`config.mk`:
```
export PLATFORM = sky130hd
export DESIGN_NAME = delay_line
export DESIGN_NICKNAME = d
export VERILOG_FILES = /design/src/rtl/delay_line.sv
export SDC_FILE = /design/constraint.sdc
export NUM_CORES = 1
export LEC_CHECK = 0
export BUFFER_PORTS_ARGS = -buffer_cell sky130_fd_sc_hd__buf_2
export CORE_MARGIN = 2
export CORE_UTILIZATION = 66
export CTS_BUF_LIST = sky130_fd_sc_hd__clkbuf_4 sky130_fd_sc_hd__clkbuf_8
export CTS_CLUSTER_SIZE = 14
export DETAILED_ROUTE_END_ITERATION = 8
export MAX_ROUTING_LAYER = met4
export PLACE_DENSITY = 0.84
export SYNTH_ARGS = -nofsm -noshare
export SYNTH_HDL_FRONTEND = slang
export SYNTH_SLANG_ARGS = --single-unit
export TNS_END_PERCENT = 50
```
`constraint.sdc`:
```
create_clock -name i_clk -period 3.3 [get_ports i_clk]
set_input_delay 0.165 -clock i_clk [delete_from_list [all_inputs] [get_ports i_clk]]
set_output_delay 0.165 -clock i_clk [all_outputs]
set_load 0.02 [all_outputs]
```
`src/rtl/delay_line.sv`:
```
// Runtime-programmable delay line (0..MAX_DLY cycles) with per-stage valid, stall, flush and retune invalidation.
// Optional per-stage even parity and o_par_err output when DELAY_LINE_PARITY_EN is defined.
`timescale 1ns/1ps
module delay_line #(
    parameter int unsigned DATA_W  = 8,
    parameter int unsigned MAX_DLY = 16,
    parameter int unsigned DLY_W   = 5,
    parameter int unsigned RST_DLY = 2
) (
    input  logic              i_clk,
    input  logic              i_rst_n,
    input  logic              i_en,
    input  logic              i_flush,
    input  logic [DLY_W-1:0]  iv_dly,
    input  logic              i_vld,
    input  logic [DATA_W-1:0] iv_data,
    output logic              o_vld,
    output logic [DATA_W-1:0] ov_data,
    output logic              o_dly_err
`ifdef DELAY_LINE_PARITY_EN
    ,
    output logic              o_par_err
`endif
);

    logic [DATA_W-1:0]  stg_data [MAX_DLY];
    logic [MAX_DLY-1:0] stg_vld;
    logic [DLY_W-1:0]   r_dly;
    logic [DLY_W-1:0]   eff_dly_c;
    logic               dly_over_c;
    logic               dly_chg_c;
    logic               shift_c;
    logic               tap_vld_c;
    logic [DATA_W-1:0]  tap_data_c;

    // Requested delay is clamped to the physical depth; any change retunes the tap.
    always_comb begin
        dly_over_c = (iv_dly > DLY_W'(MAX_DLY));
        eff_dly_c  = dly_over_c ? DLY_W'(MAX_DLY) : iv_dly;
        dly_chg_c  = (eff_dly_c != r_dly);
        shift_c    = i_en && !i_flush && !dly_chg_c;
    end

    // Delay select, error flag and valid flags; flush and retune both kill every valid.
    always_ff @(posedge i_clk or negedge i_rst_n) begin
        if (!i_rst_n) begin
            r_dly     <= DLY_W'(RST_DLY);
            o_dly_err <= 1'b0;
            stg_vld   <= '0;
        end else begin
            r_dly     <= eff_dly_c;
            o_dly_err <= dly_over_c;
            if (i_flush || dly_chg_c) begin
                stg_vld <= '0;
            end else if (i_en) begin
                stg_vld[0] <= i_vld;
                for (int k = 1; k < int'(MAX_DLY); k++) begin
                    stg_vld[k] <= stg_vld[k-1];
                end
            end
        end
    end

    // Sample data shifts only on a plain enabled edge.
    always_ff @(posedge i_clk or negedge i_rst_n) begin
        if (!i_rst_n) begin
            for (int k = 0; k < int'(MAX_DLY); k++) begin
                stg_data[k] <= '0;
            end
        end else if (shift_c) begin
            stg_data[0] <= iv_data;
            for (int k = 1; k < int'(MAX_DLY); k++) begin
                stg_data[k] <= stg_data[k-1];
            end
        end
    end

    // Tap select: stage r_dly-1 holds a sample loaded r_dly enabled edges ago.
    always_comb begin
        tap_vld_c  = 1'b0;
        tap_data_c = '0;
        for (int k = 0; k < int'(MAX_DLY); k++) begin
            if (r_dly == DLY_W'(k + 1)) begin
                tap_vld_c  = stg_vld[k];
                tap_data_c = stg_data[k];
            end
        end
    end

    // Zero delay is a straight combinational bypass.
    always_comb begin
        if (r_dly == '0) begin
            o_vld   = i_vld;
            ov_data = iv_data;
        end else begin
            o_vld   = tap_vld_c;
            ov_data = tap_data_c;
        end
    end

`ifdef DELAY_LINE_PARITY_EN
    logic [MAX_DLY-1:0] stg_par;
    logic               tap_par_c;

    always_ff @(posedge i_clk or negedge i_rst_n) begin
        if (!i_rst_n) begin
            stg_par <= '0;
        end else if (shift_c) begin
            stg_par[0] <= ^iv_data;
            for (int k = 1; k < int'(MAX_DLY); k++) begin
                stg_par[k] <= stg_par[k-1];
            end
        end
    end

    always_comb begin
        tap_par_c = 1'b0;
        for (int k = 0; k < int'(MAX_DLY); k++) begin
            if (r_dly == DLY_W'(k + 1)) begin
                tap_par_c = stg_par[k];
            end
        end
    end

    // Bypass carries no stored parity, so it can never flag.
    always_ff @(posedge i_clk or negedge i_rst_n) begin
        if (!i_rst_n) begin
            o_par_err <= 1'b0;
        end else begin
            o_par_err <= (r_dly != '0) && tap_vld_c && (tap_par_c != (^tap_data_c));
        end
    end
`endif

endmodule

```
==> results.py <==
metrics = {
    "setup_path": {
        "crit_top_cell": "buf_4",
        "end_kind": "output pin",
        "reg2reg_to": "stg_data[14]",
        "rr_worst_depth": 6,
        "arrival_ns": 3.05,
        "critPathSlowestCell": "nor3b_1",
        "worstPathRequired_ns": 3.13,
        "worstSetupPathType": "flop to output pin",
        "slowest_delay_ns": 0.61,
        "reg2reg_slack_ns": 0.47,
        "crit_path_cell_trace": "buf_4 > nor3b_1 > buf_4 > nand3_1 > a2111o_1 > a21oi_1 > buf_2",
        "cp-start-kind": "flop",
        "cp_max_fo": 16,
        "r2r-start": "r_dly[1]",
    },
    "synth": {
        "avgSynthCellArea_um2": 12.0,
        "synthArstFlopShare": 1.00,
        "yosysTopAreaCell": "dfrtp_1",
        "yosysWarnings": 0,
        "yosysMostFrequentCell": "dfrtp_1",
        "synth_cell_type_count": 74,
        "netlist_top_cells_area": "dfrtp_1, mux2_1, mux2i_1",
        "synthesis.nets": 638,
        "synth_seq_cells": 150,
        "syn_inst": 620,
        "synth_top_area_frac": 0.500,
        "synthTopCellsByCount": "dfrtp_1, mux2_1, nor2_1, mux2i_1, o21ai_0",
        "synth_edf_count": 0,
        "netlist_area_um2": 7460,
        "ys_seq_area_frac": 0.503,
        "ys.flop_type": "dfrtp_1",
    },
    "clocking": {
        "cts_tree": "yes",
        "htree_num_levels": 4,
        "cts_root_buf": "clkbuf_8",
        "cts.sinks": 150,
        "post_cts_buffers": 0,
        "clkTransAtPathRegs_ns": 0.08,
        "cts_buffer_depth": 2,
        "clock_latency_ns": 0.46,
        "cts_inserted_buffers": 17,
    },
    "floorplanning": {
        "die-area_um2": 12200,
        "ios": 28,
        "core.rowCount": 38,
        "coreArea_um2": 10900,
        "die_w_um": 110,
        "die_h_um": 110,
        "initial_core_util": 0.682,
    },
    "final_layout": {
        "fin_area_um2": 8400,
        "fin_nets": 677,
        "drive_above_1_share": 0.168,
        "nFillCells": 689,
        "utilization": 0.768,
        "syn_to_final_growth_pct": 12.6,
    },
    "routing": {
        "vias": 5527,
        "ant_nets": 0,
        "drc": 0,
        "viasPerCell": 6.80,
        "finalWirelength_mm": 19.4,
        "drt_iter0_drc": 751,
        "drt-pass1-iter-count": 6,
        "wl_per_cell_um": 23.9,
    },
    "sta": {
        "finalHoldViolCount": 0,
        "layout_min_cycle_time_ns": 3.22,
        "relSlewSlack": 0.312,
        "fmax_mhz": 311,
        "maxSlewViolCount": 0,
        "worstMarginPinSlew_ns": 1.03,
        "fin_crit_sh": 0.975,
        "skew_ns": 0.00953,
        "setup_viol": 0,
    },
    "global_routing": {
        "grt_pass1_wl_mm": 30.5,
        "grt_pass1_vias": 5526,
        "grt_max_degree": 92,
        "antenna_found_initial": 1,
        "grt_usage": 0.354,
        "overflow": 0,
    },
    "place": {
        "gp_congestion": 0.986,
        "io_buffers": 27,
        "dp_hpwl_mm": 13.2,
        "dpl_cell_area_um2": 7760,
    },
    "hold_path": {
        "hold_path_end": "stg_vld[2]",
        "min_path_type": "input port to flop",
        "min_delay_path_depth": 3,
        "hold_start": "i_en",
    },
    "pwr": {
        "power.density_nw_per_um2": 458,
        "peakVddDrop_uv": 650,
        "leakage_uw": 0.00412,
    },
    "run_status": {
        "outcome": "finished, final reports clean",
    },
    "flow_run": {
        "max_cap_viol_count": 0,
    },
}
## final cells by class
| cell class | count | area (um2) | area share |
|---|---|---|---|
| clock buffer | 24 | 299 | 0.0356 |
| antenna | 1 | 2.50 | 0.000298 |
| multi-input combinational | 419 | 3520 | 0.419 |
| tap | 140 | 175 | 0.0209 |
| clock inverter | 8 | 123 | 0.0146 |
| inverter | 6 | 22.5 | 0.00268 |
| sequential | 150 | 3760 | 0.448 |
| timing repair buffer | 65 | 492 | 0.0586 |
## registers in the layout, indices dropped and copies added (netlist names)
name	count
stg_vld	16
stg_data	128
o_dly_err	1
r_dly	5
## worst max-delay path by stage
stage,start,cells after the start,slack (ns),to
after global placement,r_dly[1],6,0.41,ov_data[2]
final,r_dly[4],7,0.08,ov_data[5]
after detailed placement,r_dly[2],7,0.37,ov_data[1]
after global routing,r_dly[2],7,-0.02,ov_data[6]
after floorplan,r_dly[1],7,0.85,ov_data[1]
after CTS,r_dly[2],7,0.005,ov_data[5]
## per-stage QoR
step	TNS, ns	worst slack [ns]	power [uW]	hold WS [ns]	instances
after floorplan	0	0.854	2200	-0.131	620
after global placement	0	0.407	2350	0.278	764
after detailed placement	0	0.368	2370	0.279	764
after CTS	0	0.00511	3860	0.233	812
after global routing	-0.0220	-0.0220	3990	0.253	813
final	0	0.0841	3850	0.263	813
## logic make-up (layout without fill, tap and decap cells)
kind of cell | Yosys count | count (layout) | share of synthesized area
flip-flops | 150 | 150 | 0.503
other | 0 | 1 | 0
AO/OA/AOI/OAI | 124 | 124 | 0.124
buffers and inverters | 51 | 103 | 0.0305
AND/OR/NAND/NOR | 130 | 130 | 0.0980
multiplexers | 162 | 162 | 0.240
XOR/XNOR | 3 | 3 | 0.00352
## where the power goes
part	total, uW	switching (uW)	internal [uW]
clock network	1480	654	828
logic	375	219	156
registers	1990	86.4	1910
## worst max-delay path, delay by kind of cell (launching register included)
| kind | cells | cell delay [ns] |
|---|---|---|
| buf+inv | 3 | 0.68 |
| flops | 1 | 0.55 |
| simple gates | 2 | 0.68 |
| compound gates | 2 | 0.68 |
## metal layers
metal  wire [um]  track usage  up-vias
met5           0            -        -
met2        8610        0.501      297
met1        8350        0.482     2764
li1            -            -     2414
met3        1940        0.122       52
met4         547        0.116        0
## placed cells by master, fill, tap and decap left out, types with 4 or more instances in the layout
| cell type | Yosys | layout |
|---|---|---|
| nor3_1 | 9 | 9 |
| mux2_2 | 15 | 15 |
| buf_4 | 1 | 20 |
| o32ai_1 | 4 | 4 |
| o221ai_1 | 6 | 6 |
| a32o_1 | 4 | 4 |
| a21oi_1 | 9 | 9 |
| nor2b_1 | 9 | 9 |
| nand3b_1 | 11 | 11 |
| a22o_1 | 6 | 6 |
| nand3_1 | 10 | 10 |
| o22ai_1 | 16 | 16 |
| nand2_1 | 15 | 15 |
| inv_1 | 6 | 6 |
| dlygate4sd3_1 | 0 | 16 |
| a22oi_1 | 5 | 5 |
| a211oi_1 | 7 | 6 |
| buf_2 | 20 | 26 |
| mux2_1 | 120 | 120 |
| clkbuf_4 | 0 | 5 |
| nand2b_1 | 4 | 4 |
| and3_1 | 4 | 4 |
| nor2_1 | 42 | 42 |
| clkbuf_8 | 0 | 19 |
| o21ai_0 | 22 | 22 |
| mux2i_1 | 27 | 27 |
| a221oi_1 | 6 | 6 |
| dfrtp_1 | 149 | 146 |
## timing repair
action                                 in CTS  in global routing
resized for setup                           5                  5
endpoints found under the hold margin     105                  0
hold buffers                               16                  0
pin swaps                                   0                  1
setup endpoints to repair                   6                  5
(Power assumes the default switching activity.)
